**src/rtl/multdiv_pkg.sv**
```systemverilog
// Shared definitions for the sequential multiply/divide unit.
//   - FSM state encoding (IDLE/RUN/FIX/DONE)
//   - opcode enum (OP_MULT, OP_DIV)
//   - width and iteration-count constants
package multdiv_pkg;

  localparam int WIDTH     = 32;
  localparam int ITER      = 32;
  // Cycle offset (after the start edge) at which the sign-fix step runs
  localparam int FIX_CYCLE = ITER + 1;

  localparam logic [1:0] ST_IDLE = 2'd0;
  localparam logic [1:0] ST_RUN  = 2'd1;
  localparam logic [1:0] ST_FIX  = 2'd2;
  localparam logic [1:0] ST_DONE = 2'd3;

  typedef enum logic {
    OP_MULT = 1'b0,
    OP_DIV  = 1'b1
  } op_e;

endpackage

```
**src/rtl/multdiv_seq_addsub.sv**
```systemverilog
// Shared add/subtract datapath for multdiv_seq.
//   a, b     : WIDTH-bit operands
//   sub_bit  : 1 -> a - b (b inverted, carry-in 1); 0 -> a + b
//   sum      : WIDTH-bit result
//   cout     : carry out of the MSB (for subtract: 1 means a >= b unsigned)
module addsub_unit
  import multdiv_pkg::*;
#(
  parameter int WIDTH = 32
) (
  input  logic [WIDTH-1:0] a,
  input  logic [WIDTH-1:0] b,
  input  logic             sub_bit,
  output logic [WIDTH-1:0] sum,
  output logic             cout
);

  logic [WIDTH-1:0] b_x;
  logic [WIDTH:0]   full;

  assign b_x  = b ^ {WIDTH{sub_bit}};
  assign full = {1'b0, a} + {1'b0, b_x} + {{WIDTH{1'b0}}, sub_bit};
  assign sum  = full[WIDTH-1:0];
  assign cout = full[WIDTH];

endmodule

```
**src/rtl/multdiv_seq.sv**
```systemverilog
// Multi-cycle signed 32-bit multiply (radix-2 Booth) and divide (restoring,
// on magnitudes) sharing one add/subtract unit.
// Ports:
//   clock, reset            : clock, synchronous active-high reset
//   ctrl_MULT / ctrl_DIV    : one-cycle start pulses (multiply wins if both)
//   data_operandA/B         : operands, sampled only at the start edge
//   data_result             : product low word or quotient (registered)
//   data_exception          : multiply overflow or divide-by-zero
//   data_resultRDY          : one-cycle completion pulse
// Optional: define MULTDIV_EARLY_OUT_EN to finish zero-operand multiplies and
// divide-by-zero two cycles after the start instead of the full 34.
module multdiv_seq
  import multdiv_pkg::*;
#(
  parameter int WIDTH = 32,
  parameter int CNT_W = 5
) (
  input  logic             clock,
  input  logic             reset,
  input  logic             ctrl_MULT,
  input  logic             ctrl_DIV,
  input  logic [WIDTH-1:0] data_operandA,
  input  logic [WIDTH-1:0] data_operandB,
  output logic [WIDTH-1:0] data_result,
  output logic             data_exception,
  output logic             data_resultRDY
);

  function automatic logic [WIDTH-1:0] mag(input logic [WIDTH-1:0] v);
    return v[WIDTH-1] ? (~v) + WIDTH'(1'b1) : v;
  endfunction

  logic [1:0]       state_q, state_d;
  logic [CNT_W-1:0] cnt_q, cnt_d;
  op_e              op_q, op_d;
  // Multiply: {hi, lo, qm1} is the Booth product register, m the multiplicand.
  // Divide:   hi is the partial remainder, lo the quotient, m is |divisor|.
  logic [WIDTH-1:0] hi_q, hi_d, lo_q, lo_d, m_q, m_d;
  logic             qm1_q, qm1_d, neg_q, neg_d, dz_q, dz_d, early_q, early_d;
  logic [WIDTH-1:0] result_q, result_d;
  logic             exc_q, exc_d;

  logic [WIDTH-1:0] add_a, add_b, add_sum;
  logic             add_sub, add_cout;
  logic             start, early_start, shift_in, ovf;
  logic [WIDTH:0]   top_bits;

  addsub_unit #(.WIDTH(WIDTH)) u_addsub (
    .a       (add_a),
    .b       (add_b),
    .sub_bit (add_sub),
    .sum     (add_sum),
    .cout    (add_cout)
  );

  assign start = ctrl_MULT | ctrl_DIV;

`ifdef MULTDIV_EARLY_OUT_EN
  always_comb begin
    early_start = 1'b0;
    if (ctrl_MULT) early_start = (data_operandA == '0) || (data_operandB == '0);
    else if (ctrl_DIV) early_start = (data_operandB == '0);
  end
`else
  assign early_start = 1'b0;
`endif

  // The Booth partial sum can need 33 bits; its true sign is recovered from
  // the carry-out so the arithmetic shift never loses it.
  assign shift_in = add_a[WIDTH-1] ^ (add_b[WIDTH-1] ^ add_sub) ^ add_cout;

  // Product fits signed WIDTH bits iff bits [2W-1:W-1] are all equal.
  assign top_bits = {hi_q, lo_q[WIDTH-1]};
  assign ovf      = !((&top_bits) || (~|top_bits));

  // Operand routing for the shared adder
  always_comb begin
    add_a   = '0;
    add_b   = '0;
    add_sub = 1'b0;
    if (state_q == ST_RUN) begin
      if (op_q == OP_MULT) begin
        add_a = hi_q;
        case ({lo_q[0], qm1_q})
          2'b01:   add_b = m_q;
          2'b10: begin
            add_b   = m_q;
            add_sub = 1'b1;
          end
          default: ;
        endcase
      end else begin
        add_a   = {hi_q[WIDTH-2:0], lo_q[WIDTH-1]};
        add_b   = m_q;
        add_sub = 1'b1;
      end
    end else if (state_q == ST_FIX && op_q == OP_DIV) begin
      // 0 - Q: negate the quotient
      add_b   = lo_q;
      add_sub = 1'b1;
    end
  end

  always_comb begin
    state_d  = state_q;
    cnt_d    = cnt_q;
    op_d     = op_q;
    hi_d     = hi_q;
    lo_d     = lo_q;
    m_d      = m_q;
    qm1_d    = qm1_q;
    neg_d    = neg_q;
    dz_d     = dz_q;
    early_d  = early_q;
    result_d = result_q;
    exc_d    = exc_q;
    if (start) begin
      cnt_d   = '0;
      early_d = early_start;
      state_d = early_start ? ST_FIX : ST_RUN;
      hi_d    = '0;
      qm1_d   = 1'b0;
      if (ctrl_MULT) begin
        op_d  = OP_MULT;
        lo_d  = data_operandB;
        m_d   = data_operandA;
        neg_d = 1'b0;
        dz_d  = 1'b0;
      end else begin
        op_d  = OP_DIV;
        lo_d  = mag(data_operandA);
        m_d   = mag(data_operandB);
        neg_d = data_operandA[WIDTH-1] ^ data_operandB[WIDTH-1];
        dz_d  = (data_operandB == '0);
      end
    end else begin
      case (state_q)
        ST_RUN: begin
          cnt_d = cnt_q + CNT_W'(1);
          if (cnt_q == CNT_W'(ITER - 1)) state_d = ST_FIX;
          if (op_q == OP_MULT) begin
            hi_d  = {shift_in, add_sum[WIDTH-1:1]};
            lo_d  = {add_sum[0], lo_q[WIDTH-1:1]};
            qm1_d = lo_q[0];
          end else begin
            // Carry-out set means the trial subtraction did not go negative
            hi_d = add_cout ? add_sum : add_a;
            lo_d = {lo_q[WIDTH-2:0], add_cout};
          end
        end
        ST_FIX: begin
          state_d = ST_DONE;
          if (early_q) begin
            result_d = '0;
            exc_d    = (op_q == OP_DIV);
          end else if (op_q == OP_MULT) begin
            result_d = lo_q;
            exc_d    = ovf;
          end else if (dz_q) begin
            result_d = '0;
            exc_d    = 1'b1;
          end else begin
            result_d = neg_q ? add_sum : lo_q;
            exc_d    = 1'b0;
          end
        end
        ST_DONE: state_d = ST_IDLE;
        default: ;
      endcase
    end
  end

  always_ff @(posedge clock) begin
    if (reset) begin
      state_q  <= ST_IDLE;
      cnt_q    <= '0;
      result_q <= '0;
      exc_q    <= 1'b0;
    end else begin
      state_q  <= state_d;
      cnt_q    <= cnt_d;
      result_q <= result_d;
      exc_q    <= exc_d;
    end
  end

  always_ff @(posedge clock) begin
    op_q    <= op_d;
    hi_q    <= hi_d;
    lo_q    <= lo_d;
    m_q     <= m_d;
    qm1_q   <= qm1_d;
    neg_q   <= neg_d;
    dz_q    <= dz_d;
    early_q <= early_d;
  end

  assign data_result    = result_q;
  assign data_exception = exc_q;
  assign data_resultRDY = (state_q == ST_DONE);

endmodule
```
**config.mk**
```make
export PLATFORM = sky130hd
export DESIGN_NAME = multdiv_seq
export DESIGN_NICKNAME = d
export VERILOG_FILES = /design/src/rtl/multdiv_pkg.sv /design/src/rtl/multdiv_seq_addsub.sv /design/src/rtl/multdiv_seq.sv
export SDC_FILE = /design/constraint.sdc
export NUM_CORES = 1
export LEC_CHECK = 0
export ABC_AREA = 1
export BUFFER_PORTS_ARGS = -buffer_cell sky130_fd_sc_hd__buf_2
export CAP_MARGIN = 10
export CELL_PAD_IN_SITES_DETAIL_PLACEMENT = 1
export CELL_PAD_IN_SITES_GLOBAL_PLACEMENT = 1
export CORE_UTILIZATION = 31
export CTS_BUF_LIST = sky130_fd_sc_hd__clkbuf_8 sky130_fd_sc_hd__clkbuf_16
export CTS_CLUSTER_SIZE = 14
export DETAILED_ROUTE_END_ITERATION = 6
export HOLD_SLACK_MARGIN = 0.02
export PLACE_DENSITY_LB_ADDON = 0.1
export SLEW_MARGIN = 20
export SYNTH_ARGS = -nofsm -noshare
export SYNTH_HDL_FRONTEND = slang
export SYNTH_HIERARCHICAL = 1
export SYNTH_SLANG_ARGS = --single-unit
```
**constraint.sdc**
```tcl
create_clock -name clock -period 5.5 [get_ports clock]
set_input_delay 0.55 -clock clock [delete_from_list [all_inputs] [get_ports clock]]
set_output_delay 0.55 -clock clock [all_outputs]
set_load 0.02 [all_outputs]
```
==> results of run 1 <==
## routing by layer
| layer | vias up | part of all wire [%] | GRT usage, % |
|---|---|---|---|
| met4 | 0 | 2.5 | 7.30 |
| met5 | - | 0 | 0 |
| met2 | 207 | 45 | 39.6 |
| met1 | 6331 | 50 | 35.0 |
| li1 | 6676 | - | - |
| met3 | 54 | 2.4 | 2.34 |
## worst max path at each step
stage	from	endpoint	slack (ps)	depth (start not counted)
global placement	state_q[1]	hi_q[12]	1280	19
floorplan	state_q[1]	hi_q[23]	1990	22
finish	state_q[1]	hi_q[28]	1050	20
CTS	state_q[1]	hi_q[30]	1070	19
global route	state_q[1]	hi_q[30]	650	20
detailed placement	state_q[1]	hi_q[30]	1070	19
## where the power goes
group | switching (uW) | internal, uW
sequential | 45.4 | 1170
clock | 518 | 592
combinational | 661 | 258
total | 1220 | 2020
## per-stage QoR
stage	std cells	hold slack [ps]	utilization, %	instance area (um^2)
after floorplan	1981	433	-	12500
after global placement	2542	444	33.8	13400
after detailed placement	2542	469	33.8	13400
after CTS	2574	391	35.2	14000
after global routing	2574	415	35.2	14000
final	2574	406	35.2	14000
## logic make-up after synthesis
group | after synthesis | share of synthesized area [%]
flip-flops | 140 | 27.9
adder cells (fa/ha/maj) | 45 | 4.58
buffers and inverters | 375 | 11.8
AO/OA/AOI/OAI | 435 | 19.8
XOR/XNOR | 56 | 3.93
AND/OR/NAND/NOR | 930 | 32.0
## placed cells by master (no fill, tap or decap), types with 4 or more instances in the layout
cell	n
or2_2	4
nand3_1	165
inv_1	271
nor2_4	5
nand4_1	26
o21ai_0	149
nor2_2	8
dfxtp_1	73
o211ai_1	27
nand2_4	4
nor2_1	144
o21ai_1	11
buf_2	101
o21bai_1	4
edfxtp_1	67
buf_4	26
xor2_1	53
inv_6	6
a21oi_1	142
o22ai_1	32
nand2_2	15
inv_2	9
a221oi_1	6
a31oi_1	32
a22oi_1	8
nand2_1	526
o31ai_1	4
clkbuf_16	17
nand3_2	5
ha_1	44
nor3_1	19
o221ai_1	13
a21oi_2	4
## critical path: stages (launching register included)
cell and delay (ps):
dfxtp_1 400, inv_1 90, ha_1 300, inv_2 100
nand2_1 430, buf_4 370, o21ai_0 280, xor2_1 190
ha_1 300, a21oi_1 240, o21ai_2 140, a21oi_2 280
inv_2 50, nand2_1 70, nand3_1 90, nand2_1 70
nand2_1 190, buf_4 320, a21oi_1 190, o21ai_0 120
a31oi_1 150
## final cells by class
cell class,instances,area (um^2)
Fill cell,5243,25700
Inverter,283,1060
Tap cell,525,657
Clock inverter,15,128
Timing Repair Buffer,128,721
Sequential cell,140,3470
Multi-Input combinational cell,1466,7520
Clock buffer,17,425
## state kept, by name, indices dropped and copies added (netlist names), 2 cells and up
name and count:
data_result 32, m_q 32, lo_q 32, state_q 2, cnt_q 5, hi_q 32
==> qor.csv, run 1 <==
stage,metric,value,unit
outcome,status,finished with violations,
outcome,violations,DRC,
detailed_routing,wl_per_cell,19.8,um
floorplan,die_w,203,um
worst_setup_path,r2r-start,state_q[1],
yosys,ys.warnings.count,6,
placement,dpl.hpwl,41500,um
timing,hold_violations,0,
yosys,ys_types,45,
floorplan,die-area,41000,um^2
worst_setup_path,start_kind,flop,
placement,io_buffers,101,
floorplan,core-area,39700,um^2
floorplan,start_util,31.4,%
timing,relSlewSlack,33.5,%
clock_tree,cts_hold_buf,0,
detailed_routing,drtIter0Drc,816,
clock_tree,post_cts_buffers,0,
yosys,synth_area_leaders,"edfxtp_1, nand2_1, dfxtp_1",
layout,num-nets-final,2149,
yosys,postSynthAreaPerCell,6.29,um^2
worst_setup_path,r2r_cells,20,
timing,min_period,4450,ps
power_and_ir_drop,p_per_area,232,nW/um^2
clock_tree,cts_resized,0,
clock_tree,cts.sinks,140,
clock_tree,cts_tree,done,
detailed_routing,routed_via_density,5.15,
worst_setup_path,cp.required,5870,ps
worst_setup_path,worst-setup-path-type,reg2reg,
hold_path,min_from,data_operandA[0],
yosys,ys_seq_elements,140,
worst_setup_path,path_max_fanout,34,
placement,place_ws,1070,ps
yosys,yosysTopAreaCellShare,16.1,%
hold_path,worstHoldPathType,in2reg,
grt,grt_pass1_vias,13200,
timing,fin_worst_skew,7.69,ps
floorplan,pin_count,102,
hold_path,hold-path-endpoint,m_q[0],
grt,antenna_found_initial,0,
timing,drv_slew,0,
timing,fmax,0.225,GHz
grt,grt_pass1_wl,78100,um
worst_setup_path,endpoint_kind,flop,
clock_tree,clk_pin_slew,70,ps
floorplan,row_count,73,
yosys,yosysSeqAreaShare,27.9,%
yosys,synth_top_area_cell,edfxtp_1,
power_and_ir_drop,p_leak,0.00655,uW
placement,place.gp.congestion,0.870,
grt,grt_util_all_layers,24.7,%
detailed_routing,dr.pass1.iters,7,
hold_path,hold_path_depth,3,
clock_tree,numCtsBuffers,17,
clock_tree,clock_latency,440,ps
yosys,syn_nets,2094,
yosys,netlist_area,12500,um^2
timing,setup_ws,1050,ps
yosys,yosysMostFrequentCell,nand2_1,
layout,n_antenna_cell,0,
floorplan,die_height,203,um
power_and_ir_drop,power,3250,uW
layout,syn2layout_area_growth,12.2,%
yosys,synthFlopType,dfxtp_1,
detailed_routing,vias,13300,
clock_tree,cts_root_buf,clkbuf_16,
grt,grt_remaining_overflow,0,
power_and_ir_drop,ir_worst_vdd,0.118,mV
worst_setup_path,r2r-end,hi_q[28],
layout,drive_gt1_share,10.7,%
timing,finalCritPeriodShare,80.8,%
yosys,synth_edf_count,67,
clock_tree,htree_levels,4,
yosys,postSynth.asyncResetShare,0,%
timing,rsz0062_at_grt,no,
timing,worst_slew_pin_slew,991,ps
yosys,syn_inst,1981,
detailed_routing,drtAntennaViolNets,0,
detailed_routing,drc,2,
timing,setup_tns,0,ps
yosys,synthTopCellsByCount,"nand2_1, inv_1, nand3_1",
grt,grt_max_degree,58,
run,max_cap_violations,0,
worst_setup_path,arrival,4810,ps
clock_tree,cts_max_path_buffers,2,
timing,setup_violations,0,
detailed_routing,wl,50900,um
worst_setup_path,r2r_slack,1050,ps
No activity file was read; power rests on OpenSTA's default activity.
==> run 2: changes to the inputs <==
==> constraint.sdc (replaced) <==
create_clock -name clock -period 3.6 [get_ports clock]
set_input_delay 0.36 -clock clock [delete_from_list [all_inputs] [get_ports clock]]
set_output_delay 0.36 -clock clock [all_outputs]
set_load 0.02 [all_outputs]
==> run 2 against run 1 <==
The run still ends with DRC left. Fmax is 27% higher. Clock-buffer cell count is 1 higher. Critical path depth is 6 higher. Global-route usage is 0.46 points higher. Die area stayed put. Worst setup slack worse by 950 ps. Utilization is 5.4 points higher. Register-to-register slack worse by 950 ps. Clock power is 70% higher. Sequential cell count stayed put. Non-clock buffer count is 144 higher. Power is 73% higher. Highest routed layer unchanged.
==> qor.csv, run 2 (synthesis gave the netlist of run 1 again) <==
stage,metric,value,unit
clock_tree,htree_levels,4,
floorplan,row_count,73,
layout,multi_input_area,8290,um^2
worst_setup_path,r2r_cells,26,
detailed_routing,routed_via_density,5.18,
timing,rsz0062_at_grt,yes,
floorplan,start_util,31.4,%
detailed_routing,vias,14100,
grt,use_met1,34.8,%
timing,fin_worst_skew,11.7,ps
floorplan,die_w,203,um
floorplan,core-area,39700,um^2
clock_tree,cts_root_buf,clkbuf_16,
placement,place.gp.congestion,0.931,
worst_setup_path,start_kind,flop,
clock_tree,cts_max_path_buffers,2,
timing,fmax,0.286,GHz
power_and_ir_drop,p_per_area,347,nW/um^2
worst_setup_path,path_max_fanout,9,
power_and_ir_drop,ir_worst_vdd,0.228,mV
timing,finalCritPeriodShare,97.1,%
power_and_ir_drop,power,5610,uW
layout,finalInstanceArea,16100,um^2
clock_tree,numCtsBuffers,17,
layout,n_antenna_cell,0,
worst_setup_path,cp.required,3990,ps
worst_setup_path,critPathMaxStageDelay,430,ps
clock_tree,cts_tree,done,
layout,drive_gt1_share,22.3,%
timing,worst_slew_pin_slew,1020,ps
timing,hold_violations,0,
hold_path,hold_path_depth,3,
placement,dpl.hpwl,42100,um
worst_setup_path,arrival,3880,ps
worst_setup_path,cp_slowest_cell,edfxtp_1,
placement,io_buffers,101,
layout,mostFrequentLayoutCells,"nand2_1, inv_1, nand3_1",
detailed_routing,wl,53500,um
clock_tree,cts.sinks,140,
power_and_ir_drop,p_leak,0.00750,uW
worst_setup_path,r2r-end,data_result[30],
detailed_routing,drtIter0Drc,819,
timing,min_period,3500,ps
grt,busiest_layer,met2,
layout,seq_area,3480,um^2
layout,num-nets-final,2293,
grt,grt_pass1_wl,80200,um
hold_path,worstHoldPathType,in2reg,
placement,place_area,14400,um^2
detailed_routing,wl_per_cell,19.7,um
outcome,status,finished with violations,
worst_setup_path,crit_top_cell,nand2_1,
hold_path,min_from,data_operandA[0],
detailed_routing,dr.pass1.iters,7,
layout,fillers,5147,
worst_setup_path,worst-setup-path-type,reg2reg,
clock_tree,clock_latency,440,ps
grt,grt_remaining_overflow,0,
timing,relSlewSlack,32.0,%
grt,grt_util_all_layers,25.2,%
run,max_cap_violations,0,
timing,setup_tns,0,ps
grt,grt.met3_usage,2.10,%
grt,use_met2,41.6,%
detailed_routing,drc,2,
worst_setup_path,r2r-start,lo_q[0],
floorplan,die_height,203,um
grt,grt_pass1_vias,14100,
outcome,violations,DRC,
timing,drv_slew,0,
floorplan,pin_count,102,
layout,final_common_cell,nand2_1,
timing,setup_violations,0,
detailed_routing,drtAntennaViolNets,0,
grt,grt_max_degree,51,
grt,antenna_found_initial,0,
floorplan,die-area,41000,um^2
clock_tree,clk_pin_slew,60,ps
layout,syn2layout_area_growth,29.4,%
worst_setup_path,endpoint_kind,flop,
hold_path,hold-path-endpoint,m_q[0],
worst_setup_path,r2r_slack,100,ps
-- run 2: layer usage --
metal | part of all wire (%) | vias up
met4 | 2.2 | 0
met1 | 47 | 6772
met5 | 0 | -
met3 | 3.1 | 62
met2 | 47 | 275
li1 | - | 6963
-- run 2: area by class of cell --
class / instances / share of cell area, %
Tap cell: 525 / 4.07
Timing Repair Buffer: 272 / 12.5
Multi-Input combinational cell: 1466 / 51.4
Clock inverter: 14 / 1.11
Clock buffer: 18 / 2.72
Sequential cell: 140 / 21.6
Inverter: 283 / 6.61
-- run 2: repair_timing --
item                       4_1_cts  5_1_grt
setup endpoints to repair       60       60
cloned                           0        5
pin swaps                        1       25
resized for setup               49      163
hold buffers                     0        0
setup buffers                    2        9
-- run 2: stage by stage --
stage | hold WS (ps) | worst slack, ps | utilization (%) | std cells
after global routing | 258 | -124 | 40.6 | 2718
after CTS | 227 | 5.40 | 38.2 | 2704
after floorplan | 433 | 88.6 | - | 1981
after detailed placement | 457 | -461 | 36.3 | 2670
final | 239 | 105 | 40.6 | 2718
after global placement | 452 | -370 | 36.3 | 2670
-- run 2: worst max path at each step --
stage	cells after the start	slack (ps)	startpoint	endpoint
2_1_floorplan	22	90	state_q[1]	hi_q[23]
3_3_place_gp	22	-370	state_q[1]	lo_q[0]
3_5_place_dp	22	-460	state_q[1]	lo_q[0]
4_1_cts	26	5	state_q[1]	data_result[30]
5_1_grt	25	-120	lo_q[0]	hi_q[15]
6_report	26	100	lo_q[0]	data_result[30]
-- run 2: where the power goes --
part / internal (uW) / switching, uW
sequential: 1800 / 83.5
clock: 1170 / 719
combinational: 691 / 1150
-- run 2: critical path, delay by kind of cell (launching register included) --
family,cells,cell delay (ps)
DFF,1,430
adders and majority gates,2,460
AOI/OAI and AO/OA,3,280
and+or+nand+nor,12,1130
buffers and inverters,8,970
xor gates and xnor gates,1,160
==> run 3: changes to the inputs <==
--- a/config.mk
+++ b/config.mk
@@ -5,7 +5,6 @@
 export SDC_FILE = /design/constraint.sdc
 export NUM_CORES = 1
 export LEC_CHECK = 0
-export ABC_AREA = 1
 export BUFFER_PORTS_ARGS = -buffer_cell sky130_fd_sc_hd__buf_2
 export CAP_MARGIN = 10
 export CELL_PAD_IN_SITES_DETAIL_PLACEMENT = 1
@@ -14,6 +13,7 @@
 export CTS_BUF_LIST = sky130_fd_sc_hd__clkbuf_8 sky130_fd_sc_hd__clkbuf_16
 export CTS_CLUSTER_SIZE = 14
 export DETAILED_ROUTE_END_ITERATION = 6
+export GPL_TIMING_DRIVEN = 0
 export HOLD_SLACK_MARGIN = 0.02
 export PLACE_DENSITY_LB_ADDON = 0.1
 export SLEW_MARGIN = 20
==> run 3 against run 2 <==
The run ends with setup timing left. Design area down 2.2%. Utilization increased by 2.6 points. Largest cell class unchanged. Non-clock buffer count unchanged. Synthesized area decreased by 8.1%. Clock-buffer cell count is 1 lower. Cell count fell by 25%.
==> qor.csv, run 3 <==
stage,metric,value,unit
floorplan,pin_count,102,
hold_path,hold_path_depth,3,
floorplan,core-area,36500,um^2
hold_path,min_from,data_operandB[24],
clock_tree,htree_levels,4,
worst_setup_path,r2r_cells,21,
worst_setup_path,r2r-end,hi_q[29],
yosys,synth-simple-area-share,18.6,%
floorplan,die-area,37700,um^2
timing,drv_slew,0,
timing,fin_worst_skew,11.6,ps
detailed_routing,drtAntennaViolNets,0,
yosys,yosysTopAreaCellShare,17.6,%
timing,relSlewSlack,32.1,%
power_and_ir_drop,p_sw_share,36.6,%
layout,syn2layout_area_growth,37.6,%
floorplan,die_w,194,um
yosys,syn_inst,1388,
clock_tree,cts_hold_buf,0,
worst_setup_path,cp.required,3970,ps
power_and_ir_drop,p_per_area,365,nW/um^2
timing,worst_slew_pin_slew,1020,ps
yosys,ys.warnings.count,6,
yosys,synth-compound-area-share,24.8,%
yosys,synth_top_area_cell,edfxtp_1,
layout,n_antenna_cell,0,
timing,rsz0062_at_grt,yes,
yosys,yosysSeqAreaShare,30.3,%
grt,grt_max_degree,34,
yosys,postSynthAreaPerCell,8.26,um^2
layout,drive_gt1_share,29.8,%
yosys,netlist_area,11500,um^2
placement,dpl.hpwl,37000,um
power_and_ir_drop,internal_power,3650,uW
timing,hold_violations,0,
timing,setup_ws,-616,ps
timing,fmax,0.237,GHz
worst_setup_path,r2r_slack,-620,ps
hold_path,worstHoldPathType,in2reg,
floorplan,start_util,31.4,%
power_and_ir_drop,p_leak,0.00609,uW
clock_tree,cts.sinks,140,
yosys,syn_nets,1501,
placement,io_buffers,97,
detailed_routing,drc,0,
worst_setup_path,critPathLaunch,state_q[1],
clock_tree,cts_max_path_buffers,2,
yosys,ys_seq_elements,140,
detailed_routing,wl_per_cell,23.4,um
yosys,synthTopCellsByCount,"nand2_1, nor2_1, clkbuf_1",
run,max_cap_violations,0,
worst_setup_path,worst-setup-path-type,reg2reg,
detailed_routing,drtIter0Drc,672,
yosys,yosysMostFrequentCell,nand2_1,
layout,final_common_cell,nor2_1,
clock_tree,cts_tree,done,
grt,grt_util_all_layers,25.3,%
placement,place_area,12800,um^2
timing,finalCritPeriodShare,117,%
clock_tree,clock_latency,440,ps
yosys,synth-xor-area-share,8.10,%
layout,finalInstanceArea,15800,um^2
yosys,ys_types,78,
timing,setup_tns,-23470,ps
grt,grt_pass1_wl,72700,um
worst_setup_path,path_max_fanout,8,
worst_setup_path,start_kind,flop,
layout,num-nets-final,1679,
outcome,violations,setup timing,
clock_tree,clk_pin_slew,70,ps
power_and_ir_drop,seq_power_share,33.4,%
layout,seq_area,3480,um^2
placement,place.gp.congestion,0.908,
worst_setup_path,arrival,4590,ps
power_and_ir_drop,switchingPower,2110,uW
yosys,postSynth.asyncResetShare,0,%
detailed_routing,dr.pass1.iters,5,
hold_path,hold-path-endpoint,lo_q[24],
yosys,yosys-mux-area-fraction,8.01,%
timing,setup_violations,55,
worst_setup_path,endpoint_kind,flop,
timing,min_period,4220,ps
worst_setup_path,r2r-start,state_q[1],
detailed_routing,routed_via_density,5.63,
floorplan,die_height,194,um
yosys,synthFlopType,dfxtp_1,
layout,fillers,4230,
detailed_routing,vias,11500,
layout,multi_input_area,9070,um^2
layout,mostFrequentLayoutCells,"nor2_1, nand2_1, buf_2",
detailed_routing,wl,47900,um
clock_tree,numCtsBuffers,17,
clock_tree,cts_root_buf,clkbuf_16,
grt,grt_pass1_vias,11900,
power_and_ir_drop,p_clk_share,32.9,%
power_and_ir_drop,ir_worst_vdd,0.345,mV
yosys,synth_area_leaders,"edfxtp_1, dfxtp_1, mux2i_1",
yosys,synth_edf_count,67,
power_and_ir_drop,combPwrFrac,33.7,%
grt,grt_remaining_overflow,0,
yosys,synth_top_family_by_area,compound AO/OA/AOI/OAI gates,
outcome,status,finished with violations,
floorplan,row_count,70,
yosys,synth_adder_area_share,4.98,%
grt,antenna_found_initial,0,
## run 3: changes by cell type after synthesis, sizes merged, moves of 33 or more
cell | before | now
o311ai | 0 | 33
nor3 | 21 | 55
clkbuf | 46 | 93
xnor2 | 3 | 42
nand2 | 545 | 148
nand3 | 170 | 15
mux2i | 0 | 76
inv | 281 | 40
o21ai | 162 | 67
a21oi | 146 | 89
## run 3: through the flow
stage / utilization (%) / cells / hold WS (ps) / total power (uW) / worst slack, ps
finish: 43.2 / 2047 / 279 / 5760 / -616
detailed placement: 35.0 / 1954 / 488 / 3390 / -1500
CTS: 41.3 / 2031 / 268 / 5590 / -639
global placement: 34.9 / 1953 / 483 / 3370 / -1450
floorplan: - / 1388 / 467 / 2830 / -142
global route: 43.2 / 2047 / 296 / 5960 / -744
## run 3: repair_timing
action	4_1_cts	5_1_grt
setup endpoints to repair	60	60
setup buffers	49	19
cloned	4	1
pin swaps	57	58
gates resized for setup	243	101
## run 3: worst max path at each step
stage | cells after the start | endpoint
2_1_floorplan | 21 | hi_q[26]
3_3_place_gp | 18 | hi_q[31]
3_5_place_dp | 18 | hi_q[31]
4_1_cts | 21 | lo_q[0]
5_1_grt | 23 | hi_q[30]
6_report | 21 | hi_q[29]
## run 3: metal layers
layer	global-route usage [%]	share of wire (%)	vias up
li1	-	-	5542
met1	34.6	47	5683
met2	42.2	48	249
met3	2.64	3.3	46
met4	7.03	1.8	0
met5	0	0	-
## run 3: logic make-up after synthesis
logic type | count (synthesis)
adder cells (fa/ha/maj) | 45
AND/OR/NAND/NOR | 452
buffers and inverters | 154
AO/OA/AOI/OAI | 401
XOR/XNOR | 106
flip-flops | 140
multiplexers | 90
## run 3: worst max-delay path, stage by stage (launching register included)
cell	delay (ps)
dfxtp_4	380
inv_4	60
ha_4	160
and3b_2	230
buf_8	140
buf_8	130
a22o_1	260
xor2_2	160
ha_1	320
a21o_1	220
a21o_1	240
o2111ai_4	230
nand2_2	130
a21oi_4	180
o21a_1	180
nor3_4	50
buf_8	160
clkbuf_16	180
buf_12	140
o311ai_1	270
o211ai_1	150
a21oi_1	160
## run 3: power by group through the flow
stage	Combinational, uW	Clock (uW)	Sequential (uW)
after floorplan	934	0	1900
after global placement	1420	0	1950
after detailed placement	1440	0	1950
after CTS	1760	1900	1920
after global routing	2060	1960	1940
final	1940	1890	1930
## run 3: layout make-up
type	count	share of cell area, %
inverters	41	1.04
clock inverters	15	1.17
plain buffers	104	4.34
flip-flops and latches	140	22.1
well taps	468	3.71
clock buffers	17	2.70
repair buffers	168	7.47
multi-input cells	1094	57.5
